**config.mk**
```make
export PLATFORM = sky130hd
export DESIGN_NAME = psum_accumulator
export DESIGN_NICKNAME = d
export VERILOG_FILES = /design/src/rtl/psum_accumulator.sv
export SDC_FILE = /design/constraint.sdc
export NUM_CORES = 1
export LEC_CHECK = 0
export ABC_CLOCK_PERIOD_IN_PS = 2900
export CAP_MARGIN = 20
export CORE_MARGIN = 2
export CORE_UTILIZATION = 54
export DETAILED_ROUTE_END_ITERATION = 16
export PLACE_DENSITY = 0.82
export SLEW_MARGIN = 20
export SYNTH_ARGS = -nofsm -noshare
export SYNTH_HDL_FRONTEND = slang
export SYNTH_SLANG_ARGS = --single-unit
export TNS_END_PERCENT = 20
```
**constraint.sdc**
```tcl
create_clock -name clk -period 2.9 [get_ports clk]
set_clock_uncertainty 0.1 [all_clocks]
set_input_delay 0.435 -clock clk [delete_from_list [all_inputs] [get_ports clk]]
set_output_delay 0.435 -clock clk [all_outputs]
set_load 0.005 [all_outputs]
```
**src/rtl/psum_accumulator.sv**
```systemverilog
// psum_accumulator
// Sums TILES signed partial sums from the CiM macro output register bank
// into one ACC_W-bit result, then holds that result on a valid/ready
// handshake until the requantisation stage takes it.
//
// Build option: define PSUM_ACC_SAT_EN to make the accumulator saturate on
// signed overflow and report it on ovf_o. Without it, the sum wraps modulo
// 2^ACC_W and ovf_o is tied low.
module psum_accumulator #(
  parameter int PSUM_W = 16,
  parameter int ACC_W  = 24,
  parameter int TILES  = 8
) (
  input  logic              clk,
  input  logic              rst_n_i,
  input  logic              clear_i,
  input  logic              psum_valid_i,
  output logic              psum_ready_o,
  input  logic [PSUM_W-1:0] psum_i,
  output logic              acc_valid_o,
  input  logic              acc_ready_i,
  output logic [ACC_W-1:0]  acc_data_o,
  output logic              ovf_o,
  output logic              busy_o
);

  localparam int CNT_W = $clog2(TILES + 1);
  localparam logic [CNT_W-1:0] LAST_CNT = CNT_W'(TILES - 1);

  typedef enum logic [1:0] {
    S_IDLE = 2'd0,
    S_ACC  = 2'd1,
    S_HOLD = 2'd2
  } state_t;

  state_t                   state_q;
  state_t                   state_d;
  logic signed [ACC_W-1:0]  acc_q;
  logic        [CNT_W-1:0]  cnt_q;
  logic signed [ACC_W-1:0]  psum_ext;
  logic signed [ACC_W-1:0]  acc_next;
  logic                     sum_ovf;
  logic                     beat_acc;
  logic                     handoff;

  // Partial sum is signed; widen it with its sign bit before adding.
  assign psum_ext = ACC_W'($signed(psum_i));

  assign beat_acc = psum_valid_i && psum_ready_o;
  assign handoff  = acc_valid_o && acc_ready_i;

`ifdef PSUM_ACC_SAT_EN
  localparam logic signed [ACC_W-1:0] ACC_MAX = {1'b0, {(ACC_W-1){1'b1}}};
  localparam logic signed [ACC_W-1:0] ACC_MIN = {1'b1, {(ACC_W-1){1'b0}}};

  logic [ACC_W:0] sum_wide;
  logic           ovf_q;

  // One guard bit: the top two bits disagree exactly when the true sum
  // left the ACC_W signed range, and the top bit tells which side.
  always_comb begin
    sum_wide = {acc_q[ACC_W-1], acc_q} + {psum_ext[ACC_W-1], psum_ext};
    sum_ovf  = sum_wide[ACC_W] ^ sum_wide[ACC_W-1];
    if (!sum_ovf) begin
      acc_next = sum_wide[ACC_W-1:0];
    end else if (sum_wide[ACC_W]) begin
      acc_next = ACC_MIN;
    end else begin
      acc_next = ACC_MAX;
    end
  end

  // Overflow flag is sticky for the frame and restarts with each first beat.
  always_ff @(posedge clk or negedge rst_n_i) begin
    if (!rst_n_i) begin
      ovf_q <= 1'b0;
    end else if (clear_i) begin
      ovf_q <= 1'b0;
    end else if (beat_acc) begin
      ovf_q <= (state_q == S_IDLE) ? 1'b0 : (ovf_q | sum_ovf);
    end
  end

  assign ovf_o = ovf_q;
`else
  // Plain two's-complement wrap; overflow is never reported.
  always_comb begin
    acc_next = acc_q + psum_ext;
    sum_ovf  = 1'b0;
  end

  assign ovf_o = 1'b0;
`endif

  // State register.
  always_ff @(posedge clk or negedge rst_n_i) begin
    if (!rst_n_i) begin
      state_q <= S_IDLE;
    end else begin
      // NOTE: non-blocking so every flop samples pre-edge values together.
      state_q <= state_d;
    end
  end

  // Next-state decode; clear_i overrides any handshake activity.
  always_comb begin
    // NOTE: default first so no path leaves state_d unassigned (no latch).
    state_d = state_q;
    if (clear_i) begin
      state_d = S_IDLE;
    end else begin
      case (state_q)
        S_IDLE: begin
          if (beat_acc) begin
            state_d = (TILES == 1) ? S_HOLD : S_ACC;
          end
        end
        S_ACC: begin
          if (beat_acc && (cnt_q == LAST_CNT)) begin
            state_d = S_HOLD;
          end
        end
        S_HOLD: begin
          if (handoff) begin
            state_d = S_IDLE;
          end
        end
        default: state_d = S_IDLE;
      endcase
    end
  end

  // Handshake outputs depend on state only, so acc_ready_i never reaches
  // psum_ready_o combinationally.
  always_comb begin
    psum_ready_o = 1'b0;
    acc_valid_o  = 1'b0;
    busy_o       = 1'b0;
    case (state_q)
      S_IDLE: begin
        psum_ready_o = 1'b1;
      end
      S_ACC: begin
        psum_ready_o = 1'b1;
        busy_o       = 1'b1;
      end
      S_HOLD: begin
        acc_valid_o = 1'b1;
        busy_o      = 1'b1;
      end
      default: begin
        psum_ready_o = 1'b0;
      end
    endcase
  end

  // Accumulator and beat counter; the first beat of a frame loads rather
  // than adds, so no explicit zeroing is needed between results.
  always_ff @(posedge clk or negedge rst_n_i) begin
    if (!rst_n_i) begin
      acc_q <= '0;
      cnt_q <= '0;
    end else if (clear_i) begin
      acc_q <= '0;
      cnt_q <= '0;
    end else if (beat_acc) begin
      if (state_q == S_IDLE) begin
        acc_q <= psum_ext;
        cnt_q <= CNT_W'(1);
      end else begin
        acc_q <= acc_next;
        cnt_q <= cnt_q + CNT_W'(1);
      end
    end else if (handoff) begin
      cnt_q <= '0;
    end
  end

  assign acc_data_o = acc_q;

endmodule

```
==> metrics.csv <==
metric,value,unit
nFillCells,375,
synth-edff-count,0,
hold_start,cnt_q[3]$_DFFE_PN0P_,
slew_headroom,58.4,%
avgSynthCellArea,8.16,um2
cts_made_buffers,5,
synth_cells,334,
syn_to_final_growth,30.4,%
die_h,75.0,um
holdPathEnd,cnt_q[3]$_DFFE_PN0P_,
met3_usage,4.55,%
final-hold-violation-count,0,
yosys.area.top_type_share,27.5,%
synth_seq_cells,30,
finalCriticalPeriod,2.77,ns
post-route-period-util,95.6,%
grt_overflow_total,0,
cts_setup_buffers,0,
hold_buffers,0,
die_area,5630,um2
outcome,completed,
cts_max_level,2,
synth_cell_types,55,
synth_top_flop_cell,dfrtp_1,
fmax,0.361,GHz
path_class,in2reg,
grt_use_met1,38.9,%
gp_congestion,0.940,
cts_sinks,30,
wirelength,7.42,mm
ys_seq_area_share,27.5,%
rr_worst_depth,7,
p_leak,1.67,nW
fin_ws,0.128,ns
nets,454,
io_buffer_count,47,
power_density,917,nW/um2
synth_most_common_cell,nand2_1,
clkTransAtPathRegs,0.07,ns
grt_busiest_layer,met2,
timing.rr.start,state_q[0]$_DFFE_PN0P_,
place_ws,-0.130,ns
grt_usage,28.5,%
grt_first_pass_wirelength,12.4,mm
cts_tree,built,
io_pins,49,
drv_cap,0,
yosys.area.top_type,dfrtp_1,
firstDrtPassIters,5,
clock_latency,0.29,ns
wire_per_inst,15.7,um
cts-root-buf,clkbuf_8,
worstMarginPinSlew,0.624,ns
crit_path_end_kind,register,
vias_per_cell,6.01,
crit_arrival,2.86,ns
insertedDiodeCount,0,
synth_area_leaders,"dfrtp_1 28%, ha_1 13%, a21oi_1 6.1%",
ff2ff_setup_slack,0.33,ns
setup_viol,0,
synthTopCellsByCount,"42 x nand2_1, 33 x a21oi_1, 30 x dfrtp_1",
vias,2836,
hold_path.class,reg2reg,
slew_viol_final,0,
ant_nets,0,
first_global_vias,2683,
cts_resized,0,
cts_max_path_buffers,2,
grt_max_degree,34,
ir_worst_vdd,0.663,mV
drtIter0Drc,256,
reg2reg_to,cnt_q[2]$_DFFE_PN0P_,
std_cell_rows,25,
start_util,56.9,%
grt_antenna_before_repair,0,
hold_depth,1,
crit_fanout,3,
core-area,4790,um2
rsz0062_at_grt,no,
start_kind,primary input,
synth_warnings,0,
drc,0,
grt_use_met2,46.4,%
hold_ws,0.386,ns
fp.dieW,75.0,um
drive_above_1_share,12.3,%
syn_area,2730,um2
syn_nets,384,
ys_async_sr_fraction,100,%
required,2.99,ns
power.total,3.26,mW
dp_hpwl,5.62,mm
-- routing by layer --
metal | vias up | share of wire (%)
met5 | - | 0
met4 | 0 | 2.1
met3 | 21 | 6.4
met2 | 117 | 47
met1 | 1330 | 45
li1 | 1368 | -
-- registers in the layout, summed over array words and instances (netlist names) --
signal and count:
cnt_q 4, acc_data_o 24, state_q 2
-- logic make-up (layout without fill, tap and decap cells) --
| logic type | after synthesis | after routing | share of synthesized area, % |
|---|---|---|---|
| compound gates | 120 | 120 | 29.6 |
| xor+xnor | 13 | 13 | 4.18 |
| fa+ha+maj | 29 | 29 | 13.6 |
| buf+inv | 24 | 95 | 3.44 |
| flops | 30 | 30 | 27.5 |
| mux | 6 | 6 | 2.20 |
| other cells | 1 | 1 | 0.138 |
| simple gates | 111 | 111 | 19.3 |
-- how the worst max path moves through the flow --
stage	start	end	slack, ns	cells past startpoint
after detailed placement	psum_i[0]	acc_data_o[18]$_DFFE_PN0P_	-0.13	11
after global placement	psum_i[0]	acc_data_o[18]$_DFFE_PN0P_	-0.07	11
after CTS	psum_i[0]	acc_data_o[18]$_DFFE_PN0P_	0.16	11
final	psum_i[0]	acc_data_o[18]$_DFFE_PN0P_	0.13	11
after global routing	psum_i[0]	acc_data_o[18]$_DFFE_PN0P_	0.02	11
after floorplan	psum_i[0]	acc_data_o[18]$_DFFE_PN0P_	0.40	10
-- cell usage in the layout, fill, tap and decap left out, types with 3 or more instances in the layout --
| master | instances |
|---|---|
| clkdlybuf4s50_1 | 47 |
| inv_1 | 12 |
| a21o_1 | 11 |
| mux2i_1 | 6 |
| nand3_1 | 7 |
| a32oi_1 | 6 |
| o21a_1 | 3 |
| clkbuf_8 | 5 |
| and3_1 | 3 |
| buf_4 | 28 |
| a22o_1 | 6 |
| nand2_1 | 42 |
| o21bai_1 | 4 |
| nor2_1 | 27 |
| or3_1 | 3 |
| a21oi_1 | 33 |
| ha_1 | 28 |
| nand4_1 | 6 |
| o211ai_1 | 3 |
| o21ai_1 | 3 |
| xnor2_1 | 6 |
| nor3_1 | 5 |
| xor2_1 | 7 |
| dfrtp_1 | 30 |
| nand2b_1 | 4 |
| nor2b_1 | 3 |
| o21ai_0 | 26 |
-- report_power, final --
| group | internal [mW] | total, mW | leakage [nW] | switching (mW) |
|---|---|---|---|---|
| registers | 0.565 | 0.701 | 0.402 | 0.136 |
| clock network | 0.253 | 0.428 | 0.0579 | 0.175 |
| logic | 1.03 | 2.13 | 1.21 | 1.11 |
| total | 1.84 | 3.26 | 1.67 | 1.42 |
-- per-stage QoR --
stage | instance area, um2 | TNS [ns] | utilization, % | std cells
2_1_floorplan | 2730 | 0 | - | 334
3_3_place_gp | 3440 | -0.149 | 71.9 | 464
3_5_place_dp | 3440 | -0.425 | 71.9 | 464
4_1_cts | 3550 | 0 | 74.2 | 472
5_1_grt | 3550 | 0 | 74.3 | 472
6_report | 3550 | 0 | 74.3 | 472
-- worst max-delay path: stages --
cell and delay (ns):
clkdlybuf4s50_1 0.49, ha_1 0.17, inv_1 0.06, fa_1 0.42
nor2b_4 0.16, o2111a_2 0.24, o31ai_4 0.10, o21ai_2 0.14
a31oi_1 0.11, or3_1 0.35, and3b_1 0.19
-- cell type report --
class	count	area [um2]	area share, %
clock inverters	3	40.0	1.13
repair buffers	75	681	19.1
flip-flops and latches	30	751	21.1
clock buffers	5	68.8	1.94
well taps	67	83.8	2.36
multi-input cells	280	1890	53.0
inverters	12	45.0	1.27
Note: power is estimated with default switching activity, not from simulation.
